===== config.mk =====
export PLATFORM = sky130hd
export DESIGN_NAME = ecc_scrub_ctrl_flat
export DESIGN_NICKNAME = d
export VERILOG_FILES = /design/src/rtl/ecc_scrub_ctrl_pkg.sv /design/src/rtl/ecc_scrub_ctrl_if.sv /design/src/rtl/ecc_scrub_ctrl_secded_check.sv /design/src/rtl/ecc_scrub_ctrl.sv /design/src/flat_wrapper.sv
export SDC_FILE = /design/constraint.sdc
export NUM_CORES = 1
export LEC_CHECK = 0
export BUFFER_PORTS_ARGS = -buffer_cell sky130_fd_sc_hd__buf_4
export CORE_MARGIN = 1.5
export CORE_UTILIZATION = 40
export CTS_CLUSTER_SIZE = 12
export DETAILED_ROUTE_END_ITERATION = 8
export MAX_ROUTING_LAYER = met4
export PLACE_DENSITY = 0.65
export SETUP_SLACK_MARGIN = 0.5
export SYNTH_ARGS = -nofsm -noshare
export SYNTH_HDL_FRONTEND = slang
export SYNTH_SLANG_ARGS = --single-unit

===== constraint.sdc =====
create_clock -name clk -period 2.4 [get_ports clk]
set_input_delay 0.24 -clock clk [delete_from_list [all_inputs] [get_ports clk]]
set_output_delay 0.24 -clock clk [all_outputs]
set_load 0.1 [all_outputs]

===== src/rtl/ecc_scrub_ctrl_pkg.sv =====
// ecc_scrub_ctrl_pkg
//   Shared definitions for the ECC scrubber: codeword geometry, the
//   controller state encoding, the SEC-DED syndrome column table and the
//   check-bit generator used both for checking and for re-encoding.
//   Codeword layout: {p[4:0], d[10:0]}; p[4] is overall parity.
package ecc_scrub_ctrl_pkg;

    localparam int CW_W   = 16;
    localparam int DATA_W = 11;
    localparam int PAR_W  = 5;

    typedef enum logic [2:0] {
        ST_IDLE = 3'd0,
        ST_GAP  = 3'd1,
        ST_RD   = 3'd2,
        ST_CHK  = 3'd3,
        ST_WR   = 3'd4,
        ST_NXT  = 3'd5
    } scrub_state_t;

    // Syndrome column of each data bit, d0 in the low nibble.
    // Power-of-two columns belong to p[3:0] and are deliberately absent.
    localparam logic [4*DATA_W-1:0] SYND_COL = {
        4'hF, 4'hE, 4'hD, 4'hC, 4'hB, 4'hA, 4'h9, 4'h7, 4'h6, 4'h5, 4'h3
    };

    function automatic logic [3:0] col_of(input int i);
        return SYND_COL[i*4 +: 4];
    endfunction

    // p[k] (k<4) is the XOR of every data bit whose column has bit k set;
    // p[4] closes overall parity across data and p[3:0].
    function automatic logic [PAR_W-1:0] secded_parity(input logic [DATA_W-1:0] d);
        logic [PAR_W-1:0] p;
        p = '0;
        for (int i = 0; i < DATA_W; i++) begin
            for (int k = 0; k < 4; k++) begin
                if (SYND_COL[4*i+k]) begin
                    p[k] = p[k] ^ d[i];
                end
            end
        end
        p[4] = ^{d, p[3:0]};
        return p;
    endfunction

endpackage


===== src/rtl/ecc_scrub_ctrl_if.sv =====
// ecc_scrub_ctrl_if
//   Scrubber side of the shared memory port.
//   master (scrubber): mem_req, mem_we, mem_addr, mem_wdata out; mem_gnt, mem_rdata in
//   slave  (arbiter/memory): the mirror image.
//
// Handshake: mem_req is the valid, mem_gnt the ready. A transfer happens in
// exactly the cycle where mem_req && mem_gnt. While mem_req is high and
// mem_gnt low the master holds mem_we, mem_addr and mem_wdata stable; mem_we
// and mem_wdata are meaningful only while mem_req is high. Read data for a
// granted read appears on mem_rdata in the following cycle only. The one
// case where the master withdraws an ungranted request is a write-back made
// stale by a CPU write to the same address.
interface ecc_scrub_ctrl_if #(
    parameter int ADDR_W = 8
);
    logic                               mem_req;
    logic                               mem_we;
    logic [ADDR_W-1:0]                  mem_addr;
    logic [ecc_scrub_ctrl_pkg::CW_W-1:0] mem_wdata;
    logic                               mem_gnt;
    logic [ecc_scrub_ctrl_pkg::CW_W-1:0] mem_rdata;

    modport master (
        output mem_req, mem_we, mem_addr, mem_wdata,
        input  mem_gnt, mem_rdata
    );

    modport slave (
        input  mem_req, mem_we, mem_addr, mem_wdata,
        output mem_gnt, mem_rdata
    );
endinterface


===== src/rtl/ecc_scrub_ctrl_secded_check.sv =====
// ecc_scrub_ctrl_secded_check
//   Combinational SEC-DED classifier for one 16-bit codeword.
//   cw        in  codeword {p[4:0], d[10:0]}
//   clean     out no error
//   sec       out single-bit error, data_corr holds the repaired data
//   ded       out uncorrectable error
//   data_corr out data bits after correction (unchanged unless a data bit flipped)
module ecc_scrub_ctrl_secded_check
    import ecc_scrub_ctrl_pkg::*;
(
    input  logic [CW_W-1:0]   cw,
    output logic              clean,
    output logic              sec,
    output logic              ded,
    output logic [DATA_W-1:0] data_corr
);

    logic [DATA_W-1:0] d;
    logic [PAR_W-1:0]  p_st;
    logic [PAR_W-1:0]  p_re;
    logic [3:0]        syn;
    logic              ov;
    logic              par_only;
    logic              col_hit;
    logic [DATA_W-1:0] flip;

    assign d    = cw[DATA_W-1:0];
    assign p_st = cw[CW_W-1:DATA_W];
    assign p_re = secded_parity(d);
    assign syn  = p_st[3:0] ^ p_re[3:0];
    assign ov   = ^cw;

    // Zero or one-hot syndrome with odd overall parity: a check bit flipped,
    // the data bits are intact.
    assign par_only = ((syn & (syn - 4'd1)) == 4'd0);

    always_comb begin
        flip    = '0;
        col_hit = 1'b0;
        for (int i = 0; i < DATA_W; i++) begin
            if (syn == col_of(i)) begin
                flip[i] = 1'b1;
                col_hit = 1'b1;
            end
        end
    end

    always_comb begin
        clean     = !ov && (syn == 4'd0);
        sec       = ov && (par_only || col_hit);
        // Odd parity with an unmapped syndrome falls through to DED as well.
        ded       = !clean && !sec;
        data_corr = (sec && !par_only) ? (d ^ flip) : d;
    end

endmodule


===== src/rtl/ecc_scrub_ctrl.sv =====
// ecc_scrub_ctrl
//   Background scrubber: walks addresses 0..DEPTH-1 through the shared
//   memory port, rewrites words with a single-bit error and logs words with
//   an uncorrectable error.
//   clk, rst_n     clock, asynchronous active-low reset
//   scrub_en       level enable; a word already started always completes
//   interval       idle cycles between words (0 = back-to-back)
//   mem            shared memory port (master side)
//   cpu_wr/_addr   CPU write snoop; a hit cancels a pending write-back
//   sec_count      corrected errors, saturating
//   ded_count      uncorrectable errors, saturating
//   ded_flag       sticky uncorrectable-error flag
//   ded_addr       address of the latest uncorrectable error
//   pass_done      one-cycle pulse as the address wraps DEPTH-1 -> 0
//   dbg_state      current controller state
module ecc_scrub_ctrl
    import ecc_scrub_ctrl_pkg::*;
#(
    parameter int DEPTH      = 256,
    parameter int ADDR_W     = 8,
    parameter int INTERVAL_W = 16,
    parameter int CNT_W      = 16
) (
    input  logic                  clk,
    input  logic                  rst_n,
    input  logic                  scrub_en,
    input  logic [INTERVAL_W-1:0] interval,
    ecc_scrub_ctrl_if.master      mem,
    input  logic                  cpu_wr,
    input  logic [ADDR_W-1:0]     cpu_wr_addr,
    output logic [CNT_W-1:0]      sec_count,
    output logic [CNT_W-1:0]      ded_count,
    output logic                  ded_flag,
    output logic [ADDR_W-1:0]     ded_addr,
    output logic                  pass_done,
    output scrub_state_t          dbg_state
);

    localparam logic [ADDR_W-1:0] LAST_ADDR = ADDR_W'(DEPTH - 1);

    scrub_state_t          state_q;
    scrub_state_t          state_d;
    logic [ADDR_W-1:0]     addr_q;
    logic [INTERVAL_W-1:0] gap_q;
    logic [DATA_W-1:0]     wr_data_q;

    logic                  chk_clean;
    logic                  chk_sec;
    logic                  chk_ded;
    logic [DATA_W-1:0]     chk_data;
    logic                  snoop_hit;

    ecc_scrub_ctrl_secded_check u_check (
        .cw        (mem.mem_rdata),
        .clean     (chk_clean),
        .sec       (chk_sec),
        .ded       (chk_ded),
        .data_corr (chk_data)
    );

    // A CPU write to the word being scrubbed makes our copy stale.
    assign snoop_hit = cpu_wr && (cpu_wr_addr == addr_q);

    // State register
    always_ff @(posedge clk or negedge rst_n) begin
        if (!rst_n) begin
            state_q <= ST_IDLE;
        end else begin
            state_q <= state_d;
        end
    end

    // Next-state logic
    always_comb begin
        state_d = state_q;
        unique case (state_q)
            ST_IDLE: begin
                if (scrub_en) state_d = ST_GAP;
            end
            ST_GAP: begin
                if (!scrub_en)          state_d = ST_IDLE;
                else if (gap_q == '0)   state_d = ST_RD;
            end
            ST_RD: begin
                if (mem.mem_gnt) state_d = ST_CHK;
            end
            ST_CHK: begin
                if (chk_clean || chk_ded || snoop_hit) state_d = ST_NXT;
                else                                   state_d = ST_WR;
            end
            ST_WR: begin
                if (snoop_hit || mem.mem_gnt) state_d = ST_NXT;
            end
            ST_NXT: begin
                state_d = scrub_en ? ST_GAP : ST_IDLE;
            end
            default: state_d = ST_IDLE;
        endcase
    end

    // Outputs. The write request is withdrawn in the very cycle a snoop hit
    // is seen so a stale codeword can never be granted.
    always_comb begin
        mem.mem_req   = 1'b0;
        mem.mem_we    = 1'b0;
        mem.mem_addr  = addr_q;
        mem.mem_wdata = '0;
        pass_done     = 1'b0;
        dbg_state     = state_q;
        unique case (state_q)
            ST_RD: begin
                mem.mem_req = 1'b1;
            end
            ST_WR: begin
                mem.mem_req   = !snoop_hit;
                mem.mem_we    = !snoop_hit;
                mem.mem_wdata = {secded_parity(wr_data_q), wr_data_q};
            end
            ST_NXT: begin
                pass_done = (addr_q == LAST_ADDR);
            end
            default: ;
        endcase
    end

    // Address, gap counter and status registers
    always_ff @(posedge clk or negedge rst_n) begin
        if (!rst_n) begin
            addr_q    <= '0;
            gap_q     <= '0;
            wr_data_q <= '0;
            sec_count <= '0;
            ded_count <= '0;
            ded_flag  <= 1'b0;
            ded_addr  <= '0;
        end else begin
            if ((state_q == ST_IDLE || state_q == ST_NXT) && scrub_en) begin
                gap_q <= interval;
            end else if (state_q == ST_GAP && gap_q != '0) begin
                gap_q <= gap_q - INTERVAL_W'(1);
            end

            if (state_q == ST_NXT) begin
                addr_q <= (addr_q == LAST_ADDR) ? '0 : addr_q + ADDR_W'(1);
            end

            if (state_q == ST_CHK) begin
                wr_data_q <= chk_data;
                // Counted even if the write-back is later cancelled.
                if (chk_sec && sec_count != '1) begin
                    sec_count <= sec_count + CNT_W'(1);
                end
                if (chk_ded) begin
                    if (ded_count != '1) ded_count <= ded_count + CNT_W'(1);
                    ded_flag <= 1'b1;
                    ded_addr <= addr_q;
                end
            end
        end
    end

endmodule


===== src/flat_wrapper.sv =====
// flat-port wrapper written by rule: the top's interface ports become plain ports
module ecc_scrub_ctrl_flat import ecc_scrub_ctrl_pkg::*;
#(
    parameter int DEPTH      = 256,
    parameter int ADDR_W     = 8,
    parameter int INTERVAL_W = 16,
    parameter int CNT_W      = 16
)
  (clk, rst_n, scrub_en, interval, cpu_wr, cpu_wr_addr, sec_count, ded_count, ded_flag, ded_addr, pass_done, dbg_state, mem_mem_req, mem_mem_we, mem_mem_addr, mem_mem_wdata, mem_mem_gnt, mem_mem_rdata);
  ecc_scrub_ctrl_if #(.ADDR_W(ADDR_W)) mem_i ();
  input  logic clk;
  input  logic rst_n;
  input  logic scrub_en;
  input  logic [INTERVAL_W-1:0] interval;
  input  logic cpu_wr;
  input  logic [ADDR_W-1:0] cpu_wr_addr;
  output logic [CNT_W-1:0] sec_count;
  output logic [CNT_W-1:0] ded_count;
  output logic ded_flag;
  output logic [ADDR_W-1:0] ded_addr;
  output logic pass_done;
  output scrub_state_t dbg_state;
  output wire logic [$bits(mem_i.mem_req)-1:0] mem_mem_req;
  output wire logic [$bits(mem_i.mem_we)-1:0] mem_mem_we;
  output wire logic [$bits(mem_i.mem_addr)-1:0] mem_mem_addr;
  output wire logic [$bits(mem_i.mem_wdata)-1:0] mem_mem_wdata;
  input wire logic [$bits(mem_i.mem_gnt)-1:0] mem_mem_gnt;
  input wire logic [$bits(mem_i.mem_rdata)-1:0] mem_mem_rdata;
  assign mem_mem_req = mem_i.mem_req;
  assign mem_mem_we = mem_i.mem_we;
  assign mem_mem_addr = mem_i.mem_addr;
  assign mem_mem_wdata = mem_i.mem_wdata;
  assign mem_i.mem_gnt = mem_mem_gnt;
  assign mem_i.mem_rdata = mem_mem_rdata;
  ecc_scrub_ctrl #(.DEPTH(DEPTH), .ADDR_W(ADDR_W), .INTERVAL_W(INTERVAL_W), .CNT_W(CNT_W)) u_core (.clk(clk), .rst_n(rst_n), .scrub_en(scrub_en), .interval(interval), .mem(mem_i), .cpu_wr(cpu_wr), .cpu_wr_addr(cpu_wr_addr), .sec_count(sec_count), .ded_count(ded_count), .ded_flag(ded_flag), .ded_addr(ded_addr), .pass_done(pass_done), .dbg_state(dbg_state));
endmodule

# --- Word-level counts from Yosys, hierarchy flattened ---
# Index checks and enable logic that the tools add are counted.
word_totals:
  register_bits: 79
  latchBits: 0
  ramBits: 0
  rom_bits: 0
  input_bits: 45
  word_cells: 182
  mem_count: 0
op_classes:
  addsub: 5
  multipliers: 0
  div_mod_pow: 0
  magnitude_cmp: 0
  eq_ne: 24
  shifts: 0
  n_mux: 64
  n_bitwise: 51
  reduce_logical: 30
ops:
  columns: ["operator", "n"]
  rows:
  - ["1-bit 2-to-1 mux", 52]
  - ["16-bit 2-to-1 mux", 3]
  - ["1-bit bitwise XOR", 48]
  - ["16-bit by 1-bit adder with 16-bit output, second input constant", 2]
  - ["16-bit inequality test, second input constant", 2]
  - ["4-bit equality test, second input constant", 7]
  - ["3-bit one-hot mux with 6 select lines", 1]
  - ["16-bit zero test", 1]
  - ["16-bit nonzero test", 1]
  - ["16-bit XOR reduction", 1]
  - ["16-bit by 1-bit subtractor with 16-bit output, second input constant", 1]
  - ["3-bit 2-to-1 mux", 5]
  - ["15-bit XOR reduction", 1]
  - ["4-bit by 3-bit equality test with 1-bit output, second input constant", 3]
  - ["11-bit 2-to-1 mux", 1]
  - ["11-bit bitwise XOR", 1]
  - ["8-bit by 1-bit adder with 8-bit output, second input constant", 1]
  - ["8-bit equality test", 1]
  - ["8-bit equality test, second input constant", 1]
  - ["1-bit logical AND", 8]
  - ["4-bit zero test", 2]
  - ["8-bit 2-to-1 mux", 1]
  - ["3-bit by 2-bit equality test with 1-bit output, second input constant", 2]
  - ["3-bit equality test, second input constant", 2]
  - ["16 further kinds", 26]

# --- Logic depth before layout (Yosys ltp) ---
# Gate-level depths: netlist (run 1).
logic_depth:
  ltp_word: 27
  depth_mapped: 9
  ltp_nobuf: 8

# --- Cells and area by module ---
# A second synthesis (run 1) with hierarchy kept.
hier_totals:
  cells_unflattened: 512
  hier_area_um2: 4914.7
modules_own_cells:
  columns: ["mod", "instances", "cells_per_inst", "area_per_inst_um2"]
  rows:
  - ["ecc_scrub_ctrl", 1, 432, 4220.3]
  - ["ecc_scrub_ctrl_secded_check", 1, 80, 694.4]

# --- Worst setup path after synthesis (run 1) ---
# OpenSTA, ideal clock, no wires.
synth_timing:
  path_kind: "register to output"
  start: "register u_core.state_q[2] (netlist: u_core.dbg_state[2])"
  end: "output mem_mem_wdata[11]"
  t_arrival_ns: 3.139
  t_required_ns: 2.160
  slack_ns: -0.979
  path_stages_with_launch: 5
  path_cell_list: "dfrtp_1 clkbuf_1 nor2b_1 nand2_1 a21oi_1"
synth_between:
  elab_chain_cells: 2
synth_rtl:
  columns: ["element", "line_no", "source"]
  rows:
  - ["from (decl)", "ecc_scrub_ctrl.sv:41", "scrub_state_t state_q;"]
  - ["from (signal assigned)", "ecc_scrub_ctrl.sv:69", "state_q <= state_d;"]
  - ["3-bit equality test", "ecc_scrub_ctrl.sv:110", "unique case (state_q)"]
  - ["16-bit 2-to-1 mux", "ecc_scrub_ctrl.sv:110", null]
  - ["to (decl)", "flat_wrapper.sv:26", "output wire logic [$bits(mem_i.mem_wdata)-1:0] mem_mem_wdata;"]
# No other way between the ends.

# --- Final worst setup path (run 1) ---
layout_timing:
  start: "register u_core.wr_data_q[8]"
  end: "output mem_mem_wdata[15]"
layout_between:
  elab_chain_cells: 8
  elab_cells_between_ends: 18
  classes_between: "mux: 9; bitwise: 8; reduce/logical: 1"
layout_rtl:
  columns: ["element", "line_no", "source"]
  rows:
  - ["from (decl)", "ecc_scrub_ctrl.sv:45", "logic [DATA_W-1:0] wr_data_q;"]
  - ["from (signal assigned)", "ecc_scrub_ctrl.sv:148", "wr_data_q <= chk_data;"]
  - ["1-bit bitwise XOR", "ecc_scrub_ctrl_pkg.sv:39", "p[k] = p[k] ^ d[i];"]
  - ["1-bit 2-to-1 mux", "ecc_scrub_ctrl.sv:110", null]
  - ["1-bit bitwise XOR", "ecc_scrub_ctrl_pkg.sv:39", null]
  - ["1-bit 2-to-1 mux", "ecc_scrub_ctrl.sv:110", null]
  - ["1-bit bitwise XOR", "ecc_scrub_ctrl_pkg.sv:39", null]
  - ["1-bit 2-to-1 mux", "ecc_scrub_ctrl.sv:110", null]
  - ["15-bit XOR reduction *", "ecc_scrub_ctrl_pkg.sv:43", "p[4] = ^{d, p[3:0]};"]
  - ["16-bit 2-to-1 mux *", "ecc_scrub_ctrl.sv:110", null]
# Every way passes the cells marked *; elsewhere a longest branch is shown, timed or not. The select of a mux whose other input is x is not followed.

==> results.json, run 1 <==
{
  "drive_gt1_frac": 0.601,
  "r2r_end": "u_core.gap_q[8]$_DFFE_PN0P_",
  "dieArea_mm2": 0.0126,
  "synth_ff_type": "dfrtp_1",
  "synth.distinct_cells": 47,
  "clock-sinks": 79,
  "dp_hpwl_mm": 8.90,
  "routed_wl_mm": 14.1,
  "rsz0062_at_grt": "true",
  "syn_area_mm2": 0.00477,
  "cts_buffers": 9,
  "viasPerCell": 5.40,
  "relSlewSlack": 0.447,
  "initial_utilization": 0.414,
  "cp_max_fo": 4,
  "drc": 5,
  "violations": "design-rule violations, negative hold slack",
  "required_ns": 2.16,
  "synth-edff-count": 0,
  "min_period_ns": 2.12,
  "async_flop_share": 1.00,
  "r2r_cells": 10,
  "overflow": 0,
  "start_kind": "flop",
  "ctsLongestPathBuffers": 2,
  "crit_path_end_kind": "primary output",
  "grt_pass1_vias": 4336,
  "max_freq_mhz": 472,
  "power_density_mw_per_mm2": 821,
  "holdBufCountCts": 0,
  "die_w_um": 112,
  "grt_pass1_wl_mm": 21.6,
  "min_period_over_period": 0.882,
  "wl_per_cell_um": 17.1,
  "power_frac_comb": 0.509,
  "cp_top_family": "XOR/XNOR gates",
  "dr.pass1.iters": 8,
  "cts_tree": "built",
  "hold_path.class": "in2async",
  "r2r-start": "u_core.gap_q[0]$_DFFE_PN0P_",
  "portBuffers": 115,
  "crit_arrival_ns": 1.88,
  "gp_congestion": 0.857,
  "synth_cells": 486,
  "drtIter0Drc": 238,
  "power.switching_mw": 2.84,
  "area_growth_syn_to_layout_pct": 69.8,
  "synth.avg_cell_area_um2": 9.82,
  "place_ws_ns": 0.0362,
  "crit_buf_inv": 1,
  "reg2reg_slack_ns": 0.30,
  "fin_setup_tns_ns": 0,
  "ir_worst_vdd_mv": 0.987,
  "status": "finished, violations left",
  "path_cells": "xnor2_2 > xnor2_2 > xnor2_1 > xnor2_1 > nor2_4 > buf_12",
  "m1WireLength_mm": 5.92,
  "crit_end": "mem_mem_wdata[15]",
  "ys_warn_count": 0,
  "p_leak_nw": 3.50,
  "cp_slowest_cell": "dfrtp_1",
  "io_pins": 116,
  "clockPowerShare": 0.203,
  "coreArea_mm2": 0.0115,
  "timing.hold.ws_ns": -0.0240,
  "maxCapViolations": 0,
  "cp_num_cells": 6,
  "switching_share": 0.427,
  "htreeDepth": 3,
  "top_layer_used": "met4",
  "max_stage_delay_ns": 0.45,
  "dr_wl_met2_mm": 7.39,
  "synth_seq_area_share": 0.414,
  "cts-root-buf": "clkbuf_16",
  "slew_viol_final": 0,
  "synth_seq_cells": 79,
  "hold_viol_final": 13,
  "antenna_found_initial": 0,
  "final_area_mm2": 0.00811,
  "antenna_cells": 0,
  "vias": 4470,
  "setup_violations": 0,
  "std_cell_rows": 39,
  "die_h_um": 112,
  "path_clk_slew_ns": 0.06,
  "finalClockSkew_ns": 0.00715,
  "clkLatencyLatePin_ns": 0.35,
  "p_seq_frac": 0.288,
  "grt_start_max_net_pins": 64,
  "routed-wl-met3_um": 703,
  "dpl_cell_area_mm2": 0.00632,
  "final_nets": 729,
  "ant_nets": 0,
  "worstMarginPinSlew_ns": 0.829,
  "grtUsageTotal": 0.220,
  "synth_nets": 535,
  "p_int_mw": 3.82,
  "fin_ws_ns": 0.283,
  "critPathLaunch": "u_core.wr_data_q[8]$_DFFE_PN0P_",
  "critPathKind": "reg2out"
}
[state kept, by name, indices dropped and copies added (netlist names)]
register and cells:
u_core.dbg_state 3, u_core.ded_addr 8, u_core.ded_count 16, u_core.ded_flag 1
u_core.gap_q 16, u_core.mem.mem_addr 8, u_core.sec_count 16, u_core.wr_data_q 11
[logic make-up (layout without fill, tap and decap cells)]
kind of cell    Yosys count  in the layout  share of synthesized area
mux                      13             13                     0.0304
buf+inv                  26            223                     0.0239
simple gates            196            197                      0.206
xor+xnor                101            101                      0.221
flops                    79             79                      0.414
fa+ha+maj                 4              4                     0.0105
compound gates           67             68                     0.0933
[layout by cell type (no fill, tap or decap), types with 13 or more instances in the layout]
master	Yosys	layout
buf_12	0	22
xnor2_1	64	41
xor2_1	25	22
nand3_1	36	23
xnor2_2	0	22
dfrtp_1	79	36
buf_4	0	152
dfrtp_2	0	35
buf_6	2	19
nor2_1	37	27
nand2_1	43	35
nand3_2	0	13
and3_4	0	13
[layout make-up]
type,count,area [um2]
multi-input combinational,383,3710
fill,810,3410
sequential,79,2050
timing repair buffer,196,1830
clock buffer,10,239
tap,143,179
clock inverter,6,51.3
inverter,11,45.0
[what timing repair did]
action / CTS / global route
gates cloned: 2 / 0
setup buffers: 32 / 25
setup endpoints to repair: 79 / 88
pin swaps: 36 / 48
gates resized for setup: 85 / 137
[power by group through the flow]
stage	registers [mW]	clock network, mW	logic, mW
final	1.92	1.35	3.39
after global routing	1.95	1.44	3.59
after CTS	1.88	1.38	2.78
after detailed placement	1.89	0	2.33
after global placement	1.88	0	2.29
after floorplan	2.25	0	1.47
[routing by layer]
layer	track usage	up-vias
li1	-	2112
met1	0.281	2219
met2	0.352	123
met3	0.0578	16
met4	0.0515	0
met5	-	-
[synth_stat cells (7+ instances only)]
cell       n  area (um2)
dfrtp_1   79        1980
xnor2_1   64         561
nand2_1   43         161
nor2_1    37         139
nand3_1   36         180
xor2_1    25         219
nor3_1    22         110
a21oi_1   18        90.1
and3_1    18         113
clkbuf_1  12        45.0
mux2_2    12         135
nand4_1   12        75.1
inv_1     11        41.3
a211oi_1  10        75.1
o21ai_0    9        45.0
o21ai_1    7        35.0
[per-stage QoR]
stage / util / instances / power [mW]
global placement: 0.549 / 753 / 4.18
CTS: 0.629 / 803 / 6.04
global route: 0.704 / 828 / 6.98
detailed placement: 0.549 / 753 / 4.23
floorplan: - / 486 / 3.72
finish: 0.704 / 828 / 6.65
[how the worst min path moves through the flow]
stage	end	slack, ns	cells after the start
global route	u_core.gap_q[4]$_DFFE_PN0P_	0.05	1
global placement	u_core.gap_q[4]$_DFFE_PN0P_	0.39	1
detailed placement	u_core.gap_q[4]$_DFFE_PN0P_	0.39	1
floorplan	u_core.dbg_state[1]$_DFFE_PN0P_	-0.06	0
finish	u_core.gap_q[4]$_DFFE_PN0P_	-0.02	1
CTS	u_core.gap_q[1]$_DFFE_PN0P_	0.02	1
No activity file was read; power rests on OpenSTA's default activity.
==> inputs of run 2 (changes only) <==
CTS_BUF_LIST = sky130_fd_sc_hd__clkbuf_4 sky130_fd_sc_hd__clkbuf_8   (was not set)
==> results.json, run 2 (same netlist as run 1, synthesis figures left out) <==
{
  "start_kind": "flop",
  "crit_path_end_kind": "primary output",
  "clock-sinks": 79,
  "vias": 4453,
  "final_nets": 736,
  "gp_congestion": 0.857,
  "reg2reg_slack_ns": 0.28,
  "slew_viol_final": 0,
  "maxCapViolations": 0,
  "drc": 5,
  "cts-root-buf": "clkbuf_8",
  "path_clk_slew_ns": 0.09,
  "reg_top3": "u_core.ded_count x16, u_core.gap_q x16, u_core.sec_count x16",
  "cts_tree": "built",
  "min_period_over_period": 0.893,
  "overflow": 0,
  "cts_buffers": 9,
  "clkLatencyLatePin_ns": 0.39,
  "antenna_found_initial": 0,
  "place_ws_ns": 0.0362,
  "violations": "design-rule violations",
  "ant_nets": 0,
  "routed_wl_mm": 14.1,
  "io_pins": 116,
  "finalClockSkew_ns": 0.0133,
  "dr.pass1.iters": 8,
  "initial_utilization": 0.414,
  "r2r_cells": 9,
  "max_freq_mhz": 467,
  "ir_worst_vdd_mv": 0.988,
  "switching_share": 0.434,
  "htreeDepth": 3,
  "drtIter0Drc": 251,
  "fin_ws_ns": 0.257,
  "critPathKind": "reg2out",
  "die_w_um": 112,
  "antenna_cells": 0,
  "dp_hpwl_mm": 8.90,
  "cp_max_fo": 2,
  "wl_per_cell_um": 16.9,
  "required_ns": 2.16,
  "ctsLongestPathBuffers": 2,
  "grtUsageTotal": 0.221,
  "clockPowerShare": 0.152,
  "grt_pass1_wl_mm": 21.6,
  "std_cell_rows": 39,
  "power_frac_comb": 0.551,
  "holdPathStages": 2,
  "r2r-start": "u_core.gap_q[0]$_DFFE_PN0P_",
  "p_seq_frac": 0.297,
  "coreArea_mm2": 0.0115,
  "die_h_um": 112,
  "dieArea_mm2": 0.0126,
  "min_to": "u_core.gap_q[1]$_DFFE_PN0P_",
  "hold_path.class": "in2reg",
  "fin_setup_tns_ns": 0,
  "viasPerCell": 5.33,
  "min_period_ns": 2.14,
  "power_density_mw_per_mm2": 812,
  "worstHoldStart": "interval[1]",
  "rsz0062_at_grt": "true",
  "power.switching_mw": 2.80,
  "setup_violations": 0,
  "grt_start_max_net_pins": 64,
  "r2r_end": "u_core.gap_q[5]$_DFFE_PN0P_",
  "p_leak_nw": 3.50,
  "p_int_mw": 3.65,
  "hold_viol_final": 0,
  "grt_pass1_vias": 4349,
  "worstMarginPinSlew_ns": 0.842,
  "crit_arrival_ns": 1.90,
  "portBuffers": 115,
  "status": "finished, violations left",
  "area_growth_syn_to_layout_pct": 66.4,
  "relSlewSlack": 0.439,
  "final_common_cell": "buf_4",
  "drive_gt1_frac": 0.601,
  "final_cell_mix": "buf_4, xnor2_1, dfrtp_2"
}
-- run 2: cell count changes in the layout (fill, tap and decap cells not counted), moves of 5 or more --
| cell | change |
|---|---|
| nor3_4 | -6 |
| a211oi_2 | +5 |
| clkbuf_8 | +9 |
| buf_12 | -6 |
| buf_4 | +6 |
| a211oi_4 | -5 |
| clkbuf_16 | -7 |
-- run 2: worst max path at each step --
stage | to | slack, ns | from
floorplan | u_core.sec_count[9]$_DFFE_PN0P_ | 0.23 | mem_mem_rdata[14]
global placement | u_core.sec_count[3]$_DFFE_PN0P_ | 0.06 | mem_mem_rdata[2]
detailed placement | u_core.wr_data_q[0]$_DFFE_PN0P_ | 0.04 | mem_mem_rdata[2]
CTS | mem_mem_req | 0.23 | u_core.mem.mem_addr[4]$_DFFE_PN0N_
global route | u_core.gap_q[5]$_DFFE_PN0P_ | 0.18 | u_core.gap_q[0]$_DFFE_PN0P_
finish | mem_mem_req | 0.26 | u_core.mem.mem_addr[0]$_DFFE_PN0N_
-- run 2: layer usage --
metal | part of all wire | track usage
met2 | 0.51 | 0.356
met4 | 0.012 | 0.0565
met3 | 0.055 | 0.0616
met1 | 0.42 | 0.278
met5 | 0 | -
-- run 2: power groups by stage --
stage / sequential, mW / clock (mW) / combinational, mW
5_1_grt: 1.95 / 1.07 / 3.74
3_3_place_gp: 1.88 / 0 / 2.29
3_5_place_dp: 1.89 / 0 / 2.33
6_report: 1.92 / 0.982 / 3.55
4_1_cts: 1.86 / 1.01 / 2.75
2_1_floorplan: 2.25 / 0 / 1.47
-- run 2: area by class of cell --
type / count / area [um2]
clock inverter: 6 / 51.3
fill: 859 / 3570
multi-input combinational: 383 / 3600
tap: 143 / 179
timing repair buffer: 203 / 1870
inverter: 11 / 45.0
sequential: 79 / 2050
clock buffer: 10 / 138
-- run 2: critical path, cell delays in order (launching register included) --
cell and delay (ns):
dfrtp_2 0.44, xnor2_2 0.16, nand4_1 0.13, or3_4 0.38
a21oi_4 0.18, nor2_4 0.06, buf_12 0.16
-- run 2: per-stage QoR --
stage	util	area [um2]	instances	power (mW)	hold WS (ns)
final	0.690	7940	835	6.45	0.0644
after global placement	0.549	6320	753	4.18	0.386
after floorplan	-	5220	486	3.72	-0.0556
after detailed placement	0.549	6320	753	4.23	0.392
after CTS	0.619	7130	806	5.62	0.0470
after global routing	0.690	7940	835	6.77	0.0622
-- run 2: timing repair --
item                                   4_1_cts  5_1_grt
endpoints found under the hold margin       61        0
resized for setup                           76      114
setup endpoints to repair                   73       81
pin swaps                                   38       62
hold buffers                                 1        0
buffers inserted                            34       26
gates cloned                                 2        3
